`src/rtl/branch_predictor_pkg.sv`:
```
// Shared widths and 2-bit counter encodings for the fetch-side branch predictor.
package branch_predictor_pkg;

  localparam int WORD = 32;

  typedef enum logic [1:0] {
    CNT_SNT = 2'd0,
    CNT_WNT = 2'd1,
    CNT_WT  = 2'd2,
    CNT_ST  = 2'd3
  } cnt_e;

  // Tag covers everything above the index and the ignored byte-offset bits.
  function automatic int tag_bits(input int idx_bits);
    return WORD - idx_bits - 2;
  endfunction

endpackage

```
`src/rtl/branch_predictor_sat_counter2.sv`:
```
// Two-bit saturating up/down counter, pure next-state logic.
module sat_counter2
  import branch_predictor_pkg::*;
(
  input  logic [1:0] cnt_i,
  input  logic       inc_i,
  output logic [1:0] cnt_o
);

  always_comb begin
    cnt_o = cnt_i;
    if (inc_i) begin
      if (cnt_i != CNT_ST) cnt_o = cnt_i + 2'd1;
      else                 cnt_o = cnt_i;
    end else begin
      if (cnt_i != CNT_SNT) cnt_o = cnt_i - 2'd1;
      else                  cnt_o = cnt_i;
    end
  end

endmodule

```
`src/rtl/branch_predictor.sv`:
```
// Direct-mapped BTB with 2-bit counters: same-cycle fetch prediction, update on
// resolve, combinational mispredict/redirect, and saturating statistics.
module branch_predictor
  import branch_predictor_pkg::*;
#(
  parameter int         IDX_BITS = 4,
  parameter logic [1:0] CNT_INIT = 2'b10
) (
  input  logic            clock,
  input  logic            resetN,
  input  logic [WORD-1:0] fetchPC,
  output logic            predTaken,
  output logic [WORD-1:0] predTarget,
  input  logic            resolveValid,
  input  logic [WORD-1:0] resolvePC,
  input  logic            resolveTaken,
  input  logic [WORD-1:0] resolveTarget,
  input  logic [WORD-1:0] resolveNextPC,
  input  logic            resolvePredTaken,
  input  logic [WORD-1:0] resolvePredTarget,
  output logic            mispredict,
  output logic [WORD-1:0] redirectPC,
  output logic [WORD-1:0] branchCount,
  output logic [WORD-1:0] mispredictCount
);

  localparam int ENTRIES = 1 << IDX_BITS;
  localparam int TAG_W   = tag_bits(IDX_BITS);

  logic              valid_q  [ENTRIES];
  logic [TAG_W-1:0]  tag_q    [ENTRIES];
  logic [1:0]        cnt_q    [ENTRIES];
  logic [WORD-1:0]   target_q [ENTRIES];

  logic [IDX_BITS-1:0] fidx_s, ridx_s;
  logic [TAG_W-1:0]    ftag_s, rtag_s;
  logic                fhit_s, rhit_s;
  logic [1:0]          cnt_next_s;
  logic                wr_en_d, valid_d;
  logic [TAG_W-1:0]    tag_d;
  logic [1:0]          cnt_d;
  logic [WORD-1:0]     target_d;
  logic [WORD-1:0]     branch_cnt_q, branch_cnt_d;
  logic [WORD-1:0]     mispred_cnt_q, mispred_cnt_d;
  logic                unused_pc_bits;

  assign unused_pc_bits = ^{fetchPC[1:0], resolvePC[1:0]};

  assign fidx_s = fetchPC[IDX_BITS+1:2];
  assign ftag_s = fetchPC[WORD-1:IDX_BITS+2];
  assign ridx_s = resolvePC[IDX_BITS+1:2];
  assign rtag_s = resolvePC[WORD-1:IDX_BITS+2];

  assign fhit_s = valid_q[fidx_s] && (tag_q[fidx_s] == ftag_s);
  assign rhit_s = valid_q[ridx_s] && (tag_q[ridx_s] == rtag_s);

  // No bypass: fetch sees the table as it stood before this cycle's update.
  assign predTaken  = fhit_s && cnt_q[fidx_s][1];
  assign predTarget = predTaken ? target_q[fidx_s] : fetchPC + 32'd4;

  assign mispredict = resolveValid &&
                      ((resolveTaken != resolvePredTaken) ||
                       (resolveTaken && (resolveTarget != resolvePredTarget)));
  assign redirectPC = !resolveValid ? 32'd0 :
                      (resolveTaken ? resolveTarget : resolveNextPC);

  sat_counter2 u_cnt (
    .cnt_i (cnt_q[ridx_s]),
    .inc_i (resolveTaken),
    .cnt_o (cnt_next_s)
  );

  always_comb begin
    wr_en_d  = 1'b0;
    valid_d  = valid_q[ridx_s];
    tag_d    = tag_q[ridx_s];
    cnt_d    = cnt_q[ridx_s];
    target_d = target_q[ridx_s];
    if (resolveValid) begin
      if (rhit_s) begin
        wr_en_d  = 1'b1;
        cnt_d    = cnt_next_s;
        target_d = resolveTaken ? resolveTarget : target_q[ridx_s];
      end else if (resolveTaken) begin
        // Allocation evicts whatever aliasing branch held this slot.
        wr_en_d  = 1'b1;
        valid_d  = 1'b1;
        tag_d    = rtag_s;
        cnt_d    = CNT_INIT;
        target_d = resolveTarget;
      end else begin
        wr_en_d  = 1'b0;
      end
    end else begin
      wr_en_d = 1'b0;
    end
  end

  always_comb begin
    branch_cnt_d  = branch_cnt_q;
    mispred_cnt_d = mispred_cnt_q;
    if (resolveValid && (branch_cnt_q != 32'hFFFF_FFFF)) branch_cnt_d = branch_cnt_q + 32'd1;
    else                                                 branch_cnt_d = branch_cnt_q;
    if (mispredict && (mispred_cnt_q != 32'hFFFF_FFFF)) mispred_cnt_d = mispred_cnt_q + 32'd1;
    else                                                mispred_cnt_d = mispred_cnt_q;
  end

  always_ff @(posedge clock) begin
    if (!resetN) begin
      for (int i = 0; i < ENTRIES; i++) begin
        valid_q[i]  <= 1'b0;
        tag_q[i]    <= '0;
        cnt_q[i]    <= 2'd0;
        target_q[i] <= 32'd0;
      end
      branch_cnt_q  <= 32'd0;
      mispred_cnt_q <= 32'd0;
    end else begin
      if (wr_en_d) begin
        valid_q[ridx_s]  <= valid_d;
        tag_q[ridx_s]    <= tag_d;
        cnt_q[ridx_s]    <= cnt_d;
        target_q[ridx_s] <= target_d;
      end
      branch_cnt_q  <= branch_cnt_d;
      mispred_cnt_q <= mispred_cnt_d;
    end
  end

  assign branchCount     = branch_cnt_q;
  assign mispredictCount = mispred_cnt_q;

endmodule

```
`config.mk`:
```
export PLATFORM = sky130hd
export DESIGN_NAME = branch_predictor
export DESIGN_NICKNAME = d
export VERILOG_FILES = /design/src/rtl/branch_predictor_pkg.sv /design/src/rtl/branch_predictor_sat_counter2.sv /design/src/rtl/branch_predictor.sv
export SDC_FILE = /design/constraint.sdc
export NUM_CORES = 2
export LEC_CHECK = 0
export BUFFER_PORTS_ARGS = -buffer_cell sky130_fd_sc_hd__buf_2
export CAP_MARGIN = 0
export CORE_AREA = 5 5 465 467
export DETAILED_ROUTE_END_ITERATION = 16
export DIE_AREA = 0 0 470 472
export GPL_TIMING_DRIVEN = 0
export PLACE_DENSITY_LB_ADDON = 0.08
export SYNTH_ARGS = -nofsm -noshare
export SYNTH_HDL_FRONTEND = slang
export SYNTH_SLANG_ARGS = --single-unit
```
`constraint.sdc`:
```
create_clock -name clock -period 5.6 [get_ports clock]
set_clock_uncertainty 0.05 [all_clocks]
set_input_delay 0.28 -clock clock [delete_from_list [all_inputs] [get_ports clock]]
set_output_delay 0.28 -clock clock [all_outputs]
set_load 0.005 [all_outputs]
```
==> out/results.tsv <==
metric	value	unit
Hold Path Class	in2reg	
largest net degree at the start of global routing	33	
maxcap violations	4	
Mean Syn Cell Area	13.9	um2
DRT antenna net count	0	
clock slew at reported path FFs	60	ps
Post-Place Cells	6890	
Overflow after GRT	0	
routed via count	36000	
clk sinks	1040	
Initial DRT Pass Iterations	5	
CP endpoint kind	primary output	
max-slew violations	33	
top_reg_cell synth	edfxtp_1	
pre-CTS setup slack	-2270	ps
Worst EP arrival	5380	ps
Non-Filler Instances	7181	
Longest Clk Path Bufs	3	
GPL Wtd Cong	0.851	
starting density of the core	24.9	%
commonest cells after routing, fill and taps aside	960 x edfxtp_1, 563 x and2_1, 532 x nor2_1, 369 x mux4_2, 300 x buf_2	
Net Count, Synth	3952	
H-tree levels	4	
PnR worst setup slack	-107	ps
critical path class	in2out	
Async SR Flop Fraction	0	%
leakage	22.6	nW
drt wl/cell	35.1	um
part of the Yosys area used for sequential elements	57.9	%
Least-Margin Pin Slew	1580	ps
nets	4418	
die area	222000	um2
Syn Inst Count	3784	
Worst slew margin	-5.03	%
Clock Tree Root	clkbuf_16	
XOR/XNOR share of the synthesized area	2.63	%
core area	211000	um2
Placed Area	58300	um2
final hold viol count	0	
commonest non-fill, non-tap cell in the layout	edfxtp_1	
antenna violations before repair	21	
TritonCTS buffer count	137	
Post-Synth Simple-Gate Area	13.9	%
Rows	169	
Max VDD drop	0.335	mV
DRC errors left	0	
TritonCTS clock tree	done	
synth warn	0	
post-layout util	30.0	%
Critical Path RT	5270	ps
status	complete, but fails checks	
CP Max Fanout	10	
share of cells above drive strength 1	24.9	%
violated checks	capacitance limit, slew limit, setup timing	
Synth Area in Adders	0.0905	%
Tot GR Track Use	22.1	%
Synth Register Bits	1040	
hold depth	3	
power density cells	315	nW/um2
vias in the first global route	36200	
Max Clock Freq	175	MHz
Synth Area in Compound Gates	2.25	%
Port-buffer cells	253	
number of cells on the worst reg-to-reg path	10	
mux cell area share after synthesis	20.3	%
post-route cell area	63400	um2
first-pass GRT wire length	335000	um
io pins	295	
Startpoint Class	input port	
die width	470	um
setup violators final	54	
drt via density	5.02	
detailed placement HPWL	170000	um
unrepaired setup endpoints after global routing	true	
final WL	252000	um
main combinational cell family by area after synthesis	multiplexers	
Tmin final	5710	ps
Skew-Pair Late Insertion Delay	820	ps
Mapped Area	52500	um2
Post-synth EDFFs	960	
area grow syn2layout	20.7	%
crit share post-route	102	%
Yosys cell types	68	
DRC violation total after the first TritonRoute iteration	3726	
Fin Setup TNS	-2350	ps
die span in y	472	um
-- worst paths after layout --
path                                     from             to  slack, ps
worst max-delay path               fetchPC[3]  predTarget[2]       -110
worst min-delay path            resolvePC[28]   tag_q[5][22]         60
worst max register to register  tag_q[15][20]  tag_q[12][25]        110
worst min register to register    valid_q[13]    valid_q[13]        410
-- repair_timing --
item,4_1_cts,5_1_grt
cloned,5,2
endpoints found under the setup margin,985,301
buffers inserted,20,0
hold endpoints to repair,85,0
hold buffers,15,0
pin swaps,3,2
gates resized for setup,80,24
-- layout make-up --
class	instances	area [um2]
Antenna cell	6	15.0
Buffer	345	1620
Clock buffer	177	3640
Clock inverter	66	552
Fill cell	21200	148000
Inverter	22	83.8
Multi-Input combinational cell	2383	21100
Sequential cell	1040	30400
Tap cell	2821	3530
Timing Repair Buffer	321	2490
-- worst max-delay path, stage by stage --
cell	delay, ps
buf_2	150
clkbuf_1	290
clkbuf_1	1030
mux4_2	440
mux4_2	590
xnor2_1	570
nand4_1	170
nor3_1	360
nand3_1	330
clkdlybuf4s15_2	520
mux2i_1	420
buf_2	190
-- synthesized netlist by cell type, drive strengths merged, types with 26 or more instances --
library cell | instances | area (um2)
a22oi | 28 | 210
and2 | 563 | 3520
buf | 98 | 513
clkbuf | 248 | 932
dfxtp | 80 | 1600
edfxtp | 960 | 28800
mux2 | 48 | 541
mux2i | 179 | 1790
mux4 | 369 | 8310
nand2 | 133 | 499
nand3 | 59 | 295
nand4 | 36 | 225
nor2 | 533 | 2000
nor3 | 26 | 130
o21ai | 52 | 260
xnor2 | 84 | 736
xor2 | 74 | 648
-- metrics by stage --
stage,hold slack [ps],power (mW)
2_1_floorplan,378,10.3
5_1_grt,61.3,20.6
4_1_cts,6.52,20.2
3_5_place_dp,397,11.5
6_report,56.3,19.9
3_3_place_gp,397,11.5
-- registers in the layout (all words and copies together), names as in the netlist --
| name | flops |
|---|---|
| target_q | 512 |
| tag_q | 416 |
| cnt_q | 32 |
| branchCount | 32 |
| valid_q | 16 |
| mispredictCount | 32 |
-- power by group --
part / total, mW / switching, mW / internal [mW]
clock network: 8.56 / 3.72 / 4.84
logic: 2.46 / 1.61 / 0.850
registers: 8.93 / 0.126 / 8.80
total: 19.9 / 5.46 / 14.5
-- metal layers --
layer  vias up  global-route usage [%]  part of all wire [%]
li1      15000                       -                     -
met1     19200                    30.3                    44
met2      1484                    35.2                    46
met3       368                    3.58                   5.9
met4         0                    8.46                   4.4
met5         -                       0                     0
-- logic make-up (layout without fill, tap and decap cells) --
group / after synthesis / count (layout)
compound gates: 172 / 172
xor+xnor: 158 / 158
fa+ha+maj: 4 / 4
buf+inv: 368 / 931
flops: 1040 / 1040
mux: 596 / 596
other cells: 0 / 6
simple gates: 1446 / 1453
(Power assumes the default switching activity.)
